$ cat config.mk
export PLATFORM = sky130hd
export DESIGN_NAME = fsm_inspeccion_multietapa
export DESIGN_NICKNAME = d
export VERILOG_FILES = /design/src/rtl/insp_pkg.sv /design/src/rtl/insp_sat_counter.sv /design/src/rtl/fsm_inspeccion_multietapa.sv
export SDC_FILE = /design/constraint.sdc
export NUM_CORES = 1
export LEC_CHECK = 0
export CAP_MARGIN = 0
export CELL_PAD_IN_SITES_DETAIL_PLACEMENT = 1
export CELL_PAD_IN_SITES_GLOBAL_PLACEMENT = 1
export CORE_MARGIN = 2
export CORE_UTILIZATION = 39
export DETAILED_ROUTE_END_ITERATION = 12
export PLACE_DENSITY = 0.74
export SYNTH_ARGS = -nofsm -noshare
export SYNTH_HDL_FRONTEND = slang
export SYNTH_SLANG_ARGS = --single-unit
$ cat constraint.sdc
create_clock -name clk -period 2.5 [get_ports clk]
set_clock_uncertainty 0.05 [all_clocks]
set_input_delay 0.5 -clock clk [delete_from_list [all_inputs] [get_ports clk]]
set_output_delay 0.5 -clock clk [all_outputs]
set_load 0.1 [all_outputs]
$ cat src/rtl/insp_pkg.sv
// Shared types for the multi-stage inspection controller:
// FSM state encoding and the E result codes seen by the sorter.
package insp_pkg;

    typedef enum logic [1:0] {
        IDLE = 2'b00,
        INSP = 2'b01,
        REJ  = 2'b10,
        APR  = 2'b11
    } state_t;

    localparam logic [1:0] E_NADA    = 2'b00;
    localparam logic [1:0] E_AVANZA  = 2'b01;
    localparam logic [1:0] E_RECHAZO = 2'b10;
    localparam logic [1:0] E_APROB   = 2'b11;

    function automatic logic [1:0] e_code(input state_t s);
        logic [1:0] e;
        e = E_NADA;
        case (s)
            INSP:    e = E_AVANZA;
            REJ:     e = E_RECHAZO;
            APR:     e = E_APROB;
            default: e = E_NADA;
        endcase
        return e;
    endfunction

endpackage

$ cat src/rtl/insp_sat_counter.sv
// Saturating up-counter used for the approve/reject statistics.
// Holds at all-ones instead of wrapping.
module insp_sat_counter #(
    parameter int W = 8
) (
    input  logic         clk,
    input  logic         reset,
    input  logic         inc,
    output logic [W-1:0] q
);

    always_ff @(posedge clk or posedge reset) begin
        if (reset) begin
            q <= '0;
        end else if (inc && (q != '1)) begin
            q <= q + 1'b1;
        end
    end

endmodule

$ cat src/rtl/fsm_inspeccion_multietapa.sv
// Moore inspection controller for one product lane: N_PASS qualified
// stages, per-stage timeout, optional result hold/ack, saturating stats.
module fsm_inspeccion_multietapa
    import insp_pkg::*;
#(
    parameter int N_PASS      = 2,
    parameter int TIMEOUT     = 15,
    parameter bit HOLD_RESULT = 1'b0,
    parameter int CNT_W       = 8,
    localparam int SW         = $clog2(N_PASS + 1)
) (
    input  logic             clk,
    input  logic             reset,
    input  logic             P,
    input  logic             RI,
    input  logic             RI_v,
    input  logic             ack,
    output logic [1:0]       E,
    output logic [SW-1:0]    stage,
    output logic             timeout,
    output logic [CNT_W-1:0] n_aprob,
    output logic [CNT_W-1:0] n_rech
);

    localparam int TW = (TIMEOUT < 1) ? 1 : $clog2(TIMEOUT + 1);
    localparam logic [SW-1:0] LAST_STG = SW'(N_PASS - 1);
    localparam logic [SW-1:0] FULL_STG = SW'(N_PASS);
    localparam logic [TW-1:0] LAST_TMR = TW'(TIMEOUT - 1);

    state_t        state_q, state_d;
    logic [SW-1:0] stage_q, stage_d;
    logic [TW-1:0] timer_q, timer_d;
    logic          tmo_q, tmo_d;
    logic          inc_aprob, inc_rech;

    always_ff @(posedge clk or posedge reset) begin
        if (reset) begin
            state_q <= IDLE;
            stage_q <= '0;
            timer_q <= '0;
            tmo_q   <= 1'b0;
        end else begin
            state_q <= state_d;
            stage_q <= stage_d;
            timer_q <= timer_d;
            tmo_q   <= tmo_d;
        end
    end

    always_comb begin
        state_d = state_q;
        stage_d = stage_q;
        timer_d = timer_q;
        tmo_d   = tmo_q;
        case (state_q)
            IDLE: begin
                if (P) begin
                    state_d = INSP;
                    stage_d = '0;
                    timer_d = '0;
                    tmo_d   = 1'b0;
                end
            end
            INSP: begin
                // Product removal wins over any strobe in the same cycle
                if (!P) begin
                    state_d = IDLE;
                    stage_d = '0;
                end else if (RI_v && !RI) begin
                    state_d = REJ;
                    tmo_d   = 1'b0;
                end else if (RI_v) begin
                    if (stage_q == LAST_STG) begin
                        state_d = APR;
                        stage_d = FULL_STG;
                    end else begin
                        stage_d = stage_q + 1'b1;
                        timer_d = '0;
                    end
                end else if ((TIMEOUT != 0) && (timer_q == LAST_TMR)) begin
                    state_d = REJ;
                    tmo_d   = 1'b1;
                end else if (TIMEOUT != 0) begin
                    timer_d = timer_q + 1'b1;
                end
            end
            REJ, APR: begin
                if (!HOLD_RESULT || ack) begin
                    state_d = IDLE;
                    stage_d = '0;
                    tmo_d   = 1'b0;
                end
            end
            default: begin
                state_d = IDLE;
                stage_d = '0;
                timer_d = '0;
                tmo_d   = 1'b0;
            end
        endcase
    end

    always_comb begin
        E       = e_code(state_q);
        timeout = (state_q == REJ) && tmo_q;
        stage   = stage_q;
    end

    assign inc_aprob = (state_q == INSP) && (state_d == APR);
    assign inc_rech  = (state_q == INSP) && (state_d == REJ);

    insp_sat_counter #(.W(CNT_W)) u_cnt_aprob (
        .clk   (clk),
        .reset (reset),
        .inc   (inc_aprob),
        .q     (n_aprob)
    );

    insp_sat_counter #(.W(CNT_W)) u_cnt_rech (
        .clk   (clk),
        .reset (reset),
        .inc   (inc_rech),
        .q     (n_rech)
    );

endmodule

==> results.sh, run 1 <==
export IMPL_postCtsResizedCells=0
export IMPL_r2r_start="timer_q[0]$_DFFE_PP0P_"
export IMPL_critPathTopFamily="simple AND/OR/NAND/NOR gates"
export IMPL_clk_pin_slew_ns=0.15
export IMPL_final_max_slew_viol_count=0
export IMPL_syn_nets=145
export IMPL_gp_congestion=0.801
export IMPL_drt_first_iter_violations=32
export IMPL_wl_met3_um=55
export IMPL_yosys_warnings=0
export IMPL_synth_cell_types=37
export IMPL_vias=1072
export IMPL_rows=21
export IMPL_antenna_found_initial=0
export IMPL_finalHoldViolations=0
export IMPL_path_class="in2reg"
export IMPL_grt_pass1_vias=1172
export IMPL_totalWireLength_um=2930
export IMPL_hp_class="in2async"
export IMPL_root_buffer="clkbuf_4"
export IMPL_die_w_um=63.3
export IMPL_timing_critical_path_buf_inv=1
export IMPL_setup_tns_ns=0
export IMPL_core_area_mm2=0.00336
export IMPL_wl_met1_um=1330
export IMPL_syn_area_mm2=0.00137
export IMPL_clk_path_buf_depth=2
export IMPL_ys_seq_area_share_pct=45.7
export IMPL_cts_buffers=3
export IMPL_final_core_util_pct=49.0
export IMPL_timing_hold_ws_ns=0.449
export IMPL_timing_final_crit_period_ns=1.96
export IMPL_ant_nets=0
export IMPL_area_growth_pct=20.4
export IMPL_crit_arrival_ns=2.12
export IMPL_fp_dieH_um=63.3
export IMPL_drive_above_1_share_pct=25.5
export IMPL_cp_required_ns=2.66
export IMPL_cts_max_level=1
export IMPL_synth_edff_count=0
export IMPL_worst_pin_slew_ns=0.474
export IMPL_start_util_pct=40.7
export IMPL_die_area_mm2=0.00400
export IMPL_overflow=0
export IMPL_worstSetupStartpoint="RI_v"
export IMPL_worstSetupStartpointType="input pin"
export IMPL_setup_violations=0
export IMPL_rsz0062_at_grt="no"
export IMPL_drc=0
export IMPL_clkSinkCount=25
export IMPL_wire_per_inst_um=14.2
export IMPL_cp_cell_sequence="clkdlybuf4s50_1 -> and4b_2 -> o21ai_4 -> nor4b_2 -> mux2_2"
export IMPL_p_per_area_mw_per_mm2=665
export IMPL_post_route_period_util_pct=78.4
export IMPL_synth_seq_cells=25
export IMPL_n_antenna_cell=0
export IMPL_power_leakage_nw=0.787
export IMPL_cp_slowest_cell="clkdlybuf4s50_1"
export IMPL_io_buffer_count=25
export IMPL_grt_pass1_wl_um=5320
export IMPL_fmax_mhz=510
export IMPL_wl_met2_um=1530
export IMPL_crit_path_end_kind="register"
export IMPL_hold_buffers=0
export IMPL_num_fill_cells=409
export IMPL_hpwl_um=2280
export IMPL_io_pin_count=27
export IMPL_grt_max_degree=26
export IMPL_ys_flop_type="dfrtp_1"
export IMPL_outcome="finished clean"
export IMPL_final_common_cell="dfrtp_1"
export IMPL_synthCells=134
export IMPL_cts_tree="yes"
export IMPL_highest_layer="met4"
export IMPL_ir_drop_mv=0.293
export IMPL_grt_use_total_pct=16.7
export IMPL_slew_headroom_pct=68.3
export IMPL_final_cell_mix="dfrtp_1 (25), buf_4 (24), nand3_1 (11)"
export IMPL_vias_per_cell=5.18
export IMPL_drv_cap=0
export IMPL_drt_pass1_iterations=4
export IMPL_syn_area_per_cell_um2=10.2
export IMPL_layout_nets=173
export IMPL_synth_async_reset_ratio_pct=100
export IMPL_cts_setup_buffers=0
export IMPL_cp_max_fo=7
export IMPL_max_stage_delay_ns=0.50
export IMPL_clk_latency_ns=0.33
## Yosys cell counts (3+ instances only)
master	number	share of area (%)
a21oi_1	4	1.5
xor2_1	6	3.8
nand2_1	10	2.7
ha_1	5	4.6
o21ai_0	3	1.1
dfrtp_1	25	46
nand2b_1	4	1.8
nand4_1	4	1.8
nor3_1	4	1.5
mux2_2	6	4.9
o31ai_1	4	2.2
nor2_1	10	2.7
xnor2_1	4	2.6
inv_1	5	1.4
nand3_1	11	4.0
## state kept, by name, summed over array words and instances (netlist names)
register / flops
tmo_q: 1
timer_q: 4
u_cnt_rech.q: 8
stage: 2
state_q: 2
u_cnt_aprob.q: 8
## per-layer routing
| layer | up-vias | global-route usage (%) |
|---|---|---|
| li1 | 524 | - |
| met1 | 535 | 20.5 |
| met2 | 11 | 29.9 |
| met3 | 2 | 1.61 |
| met4 | 0 | 6.52 |
| met5 | - | 0 |
## where the power goes
group	total (W)	switching, W	internal [W]
Combinational	0.000419	0.000321	0.0000978
Clock	0.000188	0.000127	0.0000612
Sequential	0.000490	0.0000505	0.000439
## metrics by stage
stage,worst slack [ns],power (W),cell area [um^2],instances
finish,0.540,0.00110,1650,207
global route,0.450,0.00116,1650,207
detailed placement,0.171,0.000921,1620,203
floorplan,0.157,0.000820,1370,134
global placement,0.241,0.000907,1620,203
CTS,0.531,0.00111,1650,207
## worst min-delay path: cells and delay by family
kind,cells,cell delay [ns]
buf+inv,3,0.75
## worst paths after layout
path                            depth (start not counted)                           to  slack (ns)
min in group clk                                        1  u_cnt_rech.q[5]$_DFFE_PP0P_        0.46
worst min register to register                          1  u_cnt_rech.q[5]$_DFFE_PP0P_        0.46
max in group asynchronous                               3       timer_q[3]$_DFFE_PP0P_        1.69
worst min-delay path                                    3  u_cnt_rech.q[3]$_DFFE_PP0P_        0.45
worst max-delay path                                    5  u_cnt_rech.q[7]$_DFFE_PP0P_        0.54
worst max register to register                          6  u_cnt_rech.q[7]$_DFFE_PP0P_        0.59
## kinds of logic (layout without fill, tap and decap cells)
kind of cell               Yosys count  in the layout  synth area share (%)
DFF                                 25             25                  45.7
and+or+nand+nor                     59             59                  24.0
muxes                                8              8                  6.39
adders and majority gates            5              5                  4.57
buffers and inverters               10             37                  3.47
xor gates and xnor gates            10             10                  6.39
AOI/OAI and AO/OA                   17             17                  9.50
## layout make-up
cell class	count	area, um^2	share of cell area (%)
inverter	5	18.8	1.14
clock inverter	1	7.51	0.455
timing repair buffer	28	220	13.4
sequential	25	626	37.9
multi-input combinational	99	697	42.3
clock buffer	3	22.5	1.37
tap	46	57.6	3.49
Power figures use the tool's default switching activity.
==> run 2, diff against run 1 <==
==> constraint.sdc (replaced) <==
create_clock -name clk -period 2 [get_ports clk]
set_clock_uncertainty 0.05 [all_clocks]
set_input_delay 0.4 -clock clk [delete_from_list [all_inputs] [get_ports clk]]
set_output_delay 0.4 -clock clk [all_outputs]
set_load 0.1 [all_outputs]
==> results.sh, run 2 (synthesized netlist as in run 1, its figures left out) <==
export IMPL_clk_pin_slew_ns=0.16
export IMPL_vias_per_cell=5.09
export IMPL_die_w_um=63.3
export IMPL_area_growth_pct=41.3
export IMPL_top_regs="u_cnt_aprob.q (8), u_cnt_rech.q (8), timer_q (4)"
export IMPL_post_route_period_util_pct=90.7
export IMPL_wl_met2_um=1690
export IMPL_vias=1110
export IMPL_power_leakage_nw=0.870
export IMPL_hpwl_um=2570
export IMPL_drt_pass1_iterations=4
export IMPL_timing_hold_ws_ns=0.360
export IMPL_io_buffer_count=25
export IMPL_setup_tns_ns=0
export IMPL_grt_pass1_wl_um=5820
export IMPL_cp_required_ns=1.55
export IMPL_fp_dieH_um=63.3
export IMPL_drc=0
export IMPL_highest_layer="met4"
export IMPL_p_per_area_mw_per_mm2=757
export IMPL_ant_nets=0
export IMPL_cts_tree="yes"
export IMPL_gp_congestion=0.809
export IMPL_drv_cap=0
export IMPL_clk_path_buf_depth=2
export IMPL_io_pin_count=27
export IMPL_cp_cell_sequence="buf_4 -> nand2_1 -> nor2_2 -> buf_12"
export IMPL_drt_first_iter_violations=29
export IMPL_crit_arrival_ns=1.36
export IMPL_final_max_slew_viol_count=0
export IMPL_worst_pin_slew_ns=0.327
export IMPL_placed_cell_area_mm2=0.00190
export IMPL_core_area_mm2=0.00336
export IMPL_timing_final_crit_period_ns=1.81
export IMPL_fmax_mhz=551
export IMPL_grt_max_degree=26
export IMPL_ir_drop_mv=0.457
export IMPL_overflow=0
export IMPL_rsz0062_at_grt="no"
export IMPL_setup_violations=0
export IMPL_layout_nets=184
export IMPL_antenna_found_initial=0
export IMPL_cts_max_level=1
export IMPL_wl_met3_um=76
export IMPL_grt_use_total_pct=18.7
export IMPL_dp_cells=213
export IMPL_drive_above_1_share_pct=37.2
export IMPL_hp_class="in2async"
export IMPL_cp_slowest_cell="dfrtp_1"
export IMPL_final_cell_mix="buf_4 (20), buf_12 (15), dfrtp_1 (14)"
export IMPL_grt_pass1_vias=1215
export IMPL_cp_max_fo=6
export IMPL_clkSinkCount=25
export IMPL_slew_headroom_pct=78.2
export IMPL_wire_per_inst_um=15.1
export IMPL_outcome="finished clean"
export IMPL_wl_met1_um=1460
export IMPL_crit_path_end_kind="primary output"
export IMPL_worstSetupStartpointType="register"
export IMPL_design_area_mm2=0.00194
export IMPL_root_buffer="clkbuf_4"
export IMPL_cts_buffers=3
export IMPL_final_common_cell="buf_4"
export IMPL_totalWireLength_um=3280
export IMPL_start_util_pct=40.7
export IMPL_die_area_mm2=0.00400
export IMPL_clk_latency_ns=0.34
export IMPL_fin_cells=218
export IMPL_n_antenna_cell=0
export IMPL_rows=21
export IMPL_max_stage_delay_ns=0.47
export IMPL_finalHoldViolations=0
export IMPL_path_class="reg2out"
[run 2: final timing paths]
kind | from | endpoint | slack (ns) | cells past startpoint
max in group asynchronous | reset | stage[0]$_DFFE_PP0P_ | 1.26 | 3
worst max register to register | timer_q[1]$_DFFE_PP0P_ | timer_q[2]$_DFFE_PP0P_ | 0.19 | 6
min in group clk | u_cnt_rech.q[0]$_DFFE_PP0P_ | u_cnt_rech.q[0]$_DFFE_PP0P_ | 0.46 | 1
worst min register to register | u_cnt_rech.q[0]$_DFFE_PP0P_ | u_cnt_rech.q[0]$_DFFE_PP0P_ | 0.46 | 1
worst max-delay path | state_q[1]$_DFF_PP0_ | timeout | 0.19 | 4
worst min-delay path | reset | u_cnt_aprob.q[3]$_DFFE_PP0P_ | 0.36 | 3
[run 2: repair_timing]
| action | 4_1_cts | 5_1_grt |
|---|---|---|
| hold buffers | 0 | 0 |
| setup endpoints to repair | 0 | 1 |
| buffers inserted | 0 | 1 |
| resized for setup | 0 | 0 |
[run 2: worst max-delay path: cells and delay by family (launching register included)]
kind,cells,cell delay [ns]
simple gates,2,0.20
buf+inv,2,0.38
flops,1,0.47
[run 2: final cells by class]
| class | count | area, um^2 |
|---|---|---|
| Timing Repair Buffer | 39 | 490 |
| Sequential cell | 25 | 639 |
| Tap cell | 46 | 57.6 |
| Fill cell | 403 | 1430 |
| Multi-Input combinational cell | 99 | 699 |
| Clock buffer | 3 | 22.5 |
| Clock inverter | 1 | 7.51 |
| Inverter | 5 | 18.8 |
[run 2: through the flow]
| stage | power (W) | utilization (%) | worst slack (ns) |
|---|---|---|---|
| floorplan | 0.00103 | - | 0.00616 |
| global placement | 0.00122 | 56.4 | -0.108 |
| detailed placement | 0.00123 | 56.4 | -0.161 |
| CTS | 0.00149 | 57.3 | 0.120 |
| global route | 0.00155 | 57.6 | 0.0501 |
| finish | 0.00147 | 57.6 | 0.185 |
[run 2: per-layer routing]
layer	vias up	global-route usage (%)
met3	4	3.21
met1	549	22.4
met4	0	7.34
met2	11	33.2
li1	546	-
met5	-	0
[run 2: power by group]
group	switching [W]	internal, W	total (W)	leakage, nW
Clock	0.000171	0.0000768	0.000247	0.0139
Combinational	0.000408	0.000186	0.000594	0.538
Sequential	0.0000672	0.000557	0.000624	0.319
